### config.mk
export PLATFORM = sky130hd
export DESIGN_NAME = nr_iter_sequencer
export DESIGN_NICKNAME = d
export VERILOG_FILES = /design/src/rtl/nr_iter_sequencer.sv
export SDC_FILE = /design/constraint.sdc
export NUM_CORES = 1
export LEC_CHECK = 0
export CAP_MARGIN = 10
export CORE_MARGIN = 1.5
export CORE_UTILIZATION = 40
export DETAILED_ROUTE_END_ITERATION = 8
export GPL_ROUTABILITY_DRIVEN = 0
export HOLD_SLACK_MARGIN = 0.08
export SLEW_MARGIN = 20
export SYNTH_ARGS = -nofsm -noshare
export SYNTH_HDL_FRONTEND = slang
export SYNTH_SLANG_ARGS = --single-unit
export TNS_END_PERCENT = 50
### constraint.sdc
create_clock -name clk -period 3.65 [get_ports clk]
set_input_delay 0.73 -clock clk [delete_from_list [all_inputs] [get_ports clk]]
set_output_delay 0.73 -clock clk [all_outputs]
set_load 0.1 [all_outputs]
### src/rtl/nr_iter_sequencer.sv
// Run-control FSM for the Newton-Raphson / Broyden datapath: issues one-cycle
// start strobes to the F, mat-vec and Broyden units and counts iterations.
module nr_iter_sequencer #(
    parameter int unsigned TIMEOUT = 255,
    parameter int unsigned CNT_W   = 6
) (
    input  logic             clk,
    input  logic             rst,
    input  logic             start,
    input  logic             abort,
    input  logic [CNT_W-1:0] num_cycles,
    output logic             init_load,
    output logic             f_start,
    input  logic             f_done,
    output logic             mv_start,
    input  logic             mv_done,
    output logic             xupd_en,
    output logic             g_start,
    input  logic             g_done,
    output logic [CNT_W-1:0] iter_count,
    output logic             busy,
    output logic             done,
    output logic             err
);

    typedef enum logic [3:0] {
        S_IDLE, S_INIT, S_F0, S_WF0, S_MV, S_WMV,
        S_UPDX, S_F, S_WF, S_G, S_WG, S_DONE
    } state_e;

    localparam logic [15:0] TMO_LAST = 16'(TIMEOUT - 1);

    state_e           state_q, state_d;
    logic [15:0]      tmo_q, tmo_d;
    logic [CNT_W-1:0] ncyc_q, ncyc_d;
    logic [CNT_W-1:0] iter_q, iter_d;
    logic [CNT_W-1:0] iter_inc;
    logic             err_q, err_d;
    logic             in_wait;
    logic             resp;

    assign iter_inc   = iter_q + CNT_W'(1);
    assign iter_count = iter_q;
    assign err        = err_q;

    always_comb begin
        // NOTE: every signal written here gets a default first, so no path can infer a latch.
        state_d = state_q;
        tmo_d   = tmo_q;
        ncyc_d  = ncyc_q;
        iter_d  = iter_q;
        err_d   = err_q;
        in_wait = 1'b0;
        resp    = 1'b0;
        if (abort) begin
            state_d = S_IDLE;
        end else begin
            case (state_q)
                S_IDLE: if (start) begin
                    state_d = S_INIT;
                    ncyc_d  = num_cycles;
                    iter_d  = '0;
                    err_d   = 1'b0;
                end
                S_INIT: state_d = (ncyc_q == '0) ? S_DONE : S_F0;
                S_F0: begin
                    state_d = S_WF0;
                    tmo_d   = '0;
                end
                S_WF0: begin
                    in_wait = 1'b1;
                    resp    = f_done;
                    if (f_done) state_d = S_MV;
                end
                S_MV: begin
                    state_d = S_WMV;
                    tmo_d   = '0;
                end
                S_WMV: begin
                    in_wait = 1'b1;
                    resp    = mv_done;
                    if (mv_done) state_d = S_UPDX;
                end
                S_UPDX: state_d = S_F;
                S_F: begin
                    state_d = S_WF;
                    tmo_d   = '0;
                end
                S_WF: begin
                    in_wait = 1'b1;
                    resp    = f_done;
                    if (f_done) state_d = S_G;
                end
                S_G: begin
                    state_d = S_WG;
                    tmo_d   = '0;
                end
                S_WG: begin
                    in_wait = 1'b1;
                    resp    = g_done;
                    if (g_done) begin
                        iter_d  = iter_inc;
                        state_d = (iter_inc == ncyc_q) ? S_DONE : S_MV;
                    end
                end
                S_DONE:  state_d = S_IDLE;
                default: state_d = S_IDLE;
            endcase
            // A done landing on the last allowed wait cycle still wins over the timeout.
            if (in_wait && !resp) begin
                if (tmo_q == TMO_LAST) begin
                    err_d   = 1'b1;
                    state_d = S_IDLE;
                end else begin
                    tmo_d = tmo_q + 16'd1;
                end
            end
        end
    end

    // Strobes are decoded from the next state so they appear registered, aligned with the state.
    always_ff @(posedge clk or negedge rst) begin
        if (!rst) begin
            state_q   <= S_IDLE;
            tmo_q     <= '0;
            ncyc_q    <= '0;
            iter_q    <= '0;
            err_q     <= 1'b0;
            init_load <= 1'b0;
            f_start   <= 1'b0;
            mv_start  <= 1'b0;
            xupd_en   <= 1'b0;
            g_start   <= 1'b0;
            busy      <= 1'b0;
            done      <= 1'b0;
        end else begin
            // NOTE: sequential state uses non-blocking assignments so all registers update together.
            state_q   <= state_d;
            tmo_q     <= tmo_d;
            ncyc_q    <= ncyc_d;
            iter_q    <= iter_d;
            err_q     <= err_d;
            init_load <= (state_d == S_INIT);
            f_start   <= (state_d == S_F0) || (state_d == S_F);
            mv_start  <= (state_d == S_MV);
            xupd_en   <= (state_d == S_UPDX);
            g_start   <= (state_d == S_G);
            busy      <= (state_d != S_IDLE);
            done      <= (state_d == S_DONE);
        end
    end

endmodule

==> impl_metrics.ini <==
[run_status]
status = finished clean

[synthesis]
yosys_warnings = 0
synth_top_area_cell = dfrtp_1
synth_edf_count = 0
netlist_top_cells_area = dfrtp_1 43%, o21ai_0 4.3%, nand2_1 3.7%, xnor2_1 3.0%, a21oi_1 1.9%
syn-num-nets = 258
synth_async_sr_flop_share = 1.000
synth-seq-area-share = 0.4308
syn_inst = 242
synthesis.area_um2 = 2323
synth_cell_type_count = 54
netlist.area_leader.share = 0.4308
ys_seq_elements = 40
ys.flop_type = dfrtp_1
avgSynthCellArea_um2 = 9.601

[power_and_ir_drop]
powerDensity_nw_per_um2 = 507.3
max-vdd-ir-drop_mv = 0.3020
p_leak_nw = 1.113

[setup_path]
required_ns = 3.83
cp.arrival_ns = 3.17
cp-start-kind = input pin
slowest_stage = or3b_2
worstSetupEndpointType = register
worst-path-max-fanout = 12
path_cells = clkdlybuf4s50_1, or3b_2, a21oi_1, o221ai_2, and2_1, o21ai_2, nand3_2, inv_2, mux2_2
worst-path-buf-inv = 2
crit_family = simple AND/OR/NAND/NOR gates
cp_slowest_stage_delay_ns = 0.49
criticalPathCategory = input pin to register

[global_route]
grt_antenna_before_repair = 0
gr-usage-all-layers = 0.1699
grt_max_degree = 41
grt_pass1_vias = 1728
grt_pass1_wl_um = 8397
overflow = 0

[clock_tree]
clkLatencyLatePin_ns = 0.29
cts_tree = done
clock_sinks = 40
cts_root_buffer = clkbuf_8
cts_setup_buffers = 0
ctsResizeCount = 0
hold_buffers = 0
cts_buffers = 5
clk_path_buf_depth = 2
htree_num_levels = 2
path_clk_slew_ns = 0.08

[routing]
routed_wl_um = 4817
detail_route.vias_per_cell = 5.471
wl_per_cell_um = 14.08
dr.pass1.iters = 4
vias = 1871
drtAntennaViolNets = 0
drtIter0Drc = 118
drc = 0

[final_layout]
drive_above_1_share = 0.09630
syn_to_final_growth_pct = 18.09
fin_util = 0.4953
layout_common_cells = 40 x dfrtp_1, 25 x clkdlybuf4s50_1, 23 x nand2_1
layout_commonest_cell = dfrtp_1
diodes = 0
fin_nets = 285

[floorplanning]
start_util = 0.4194
fp.dieW_um = 79.22
rows = 27
coreArea_um2 = 5540
dieArea_um2 = 6275
pin_count = 27
fp.dieH_um = 79.22

[sta]
finalMaxSlewViolations = 0
setup-tns-final_ns = 0
layout_min_cycle_time_ns = 2.989
hold_violations = 0
tightestPinTransition_ns = 0.9738
setup_viol = 0
fmax_ghz = 0.3346
rsz0062_at_grt = false
min_period_over_period = 0.8188
fin_skew_ns = 0.006806
max-slew-margin-rel = 0.3487

[hold_path]
hold_class = register to register

[run]
drv_cap = 0

[place]
place_hpwl_um = 3437
port_buffers = 26
[cell usage after synthesis, types with 3 or more instances]
cell,n
ha_1,3
nor4_1,3
nand2_1,23
and2_1,3
mux2_1,4
nand3_1,8
xor2_1,4
o22ai_1,5
inv_1,6
o21ai_0,20
clkbuf_1,9
nand4_1,5
a21oi_1,9
nor2_1,11
o31ai_1,4
and3_1,7
nor3b_1,5
o21bai_1,3
xnor2_1,8
nand2b_1,5
a22o_1,3
o2bb2ai_1,4
dfrtp_1,40
nand3b_1,4
a31oi_1,7
[worst paths after layout]
path                                         end  cells after the start                  start  slack, ns
max in group asynchronous   tmo_q[6]$_DFFE_PN0N_                      1                    rst       2.55
min in group asynchronous   tmo_q[9]$_DFFE_PN0N_                      1                    rst       0.56
min                        tmo_q[15]$_DFFE_PN0N_                      1  tmo_q[15]$_DFFE_PN0N_       0.48
min reg2reg                tmo_q[15]$_DFFE_PN0N_                      1  tmo_q[15]$_DFFE_PN0N_       0.48
max                        ncyc_q[0]$_DFFE_PN0P_                      9                 g_done       0.66
max reg2reg                ncyc_q[0]$_DFFE_PN0P_                      8   tmo_q[8]$_DFFE_PN0N_       0.66
[per-stage QoR]
stage	setup slack (ns)	power (mW)	cell area [µm²]	cells	hold slack [ns]
6_report	0.6613	1.392	2744	342	0.4770
5_1_grt	0.4543	1.495	2744	342	0.5030
4_1_cts	0.6144	1.407	2744	342	0.4755
3_5_place_dp	0.3616	1.105	2654	334	0.4593
3_3_place_gp	0.3990	1.098	2654	334	0.4577
2_1_floorplan	0.4370	0.9749	2323	242	0.4344
[where the power goes]
group | internal, mW | switching (mW) | total, mW
Combinational | 0.198 | 0.298 | 0.496
Clock | 0.154 | 0.148 | 0.302
Sequential | 0.506 | 0.0872 | 0.594
[worst reg2reg max path, delay by kind of cell, from the launching register on]
family | cells | cell delay (ns)
simple gates | 4 | 1.47
flops | 1 | 0.49
mux | 1 | 0.37
compound gates | 2 | 0.32
buf+inv | 1 | 0.23
[registers in the layout, summed over array words and instances (netlist names), 4 cells and up]
name / cells
iter_count: 6
ncyc_q: 6
state_q: 4
tmo_q: 16
[area by class of cell]
| type | count | area [µm²] |
|---|---|---|
| clock buffers | 8 | 90.09 |
| fillers | 556 | 2796 |
| inverters | 7 | 26.28 |
| multi-input cells | 185 | 1251 |
| flip-flops and latches | 40 | 1001 |
| well taps | 72 | 90.09 |
| repair buffers | 30 | 285.3 |
[per-layer routing]
metal	up-vias	share of wire	routed length, µm	track usage
met5	-	0	0	0
li1	945	-	-	-
met4	0	0.012	60	0.04737
met2	28	0.46	2200	0.2658
met1	893	0.50	2419	0.2402
met3	5	0.028	136	0.03103
[kinds of logic after synthesis]
logic type | count (synthesis) | share of synthesized area
compound gates | 66 | 0.1852
simple gates | 95 | 0.2445
buf+inv | 17 | 0.03069
flops | 40 | 0.4308
fa+ha+maj | 3 | 0.01616
mux | 8 | 0.03769
xor+xnor | 13 | 0.05493
No activity file was read; power rests on OpenSTA's default activity.
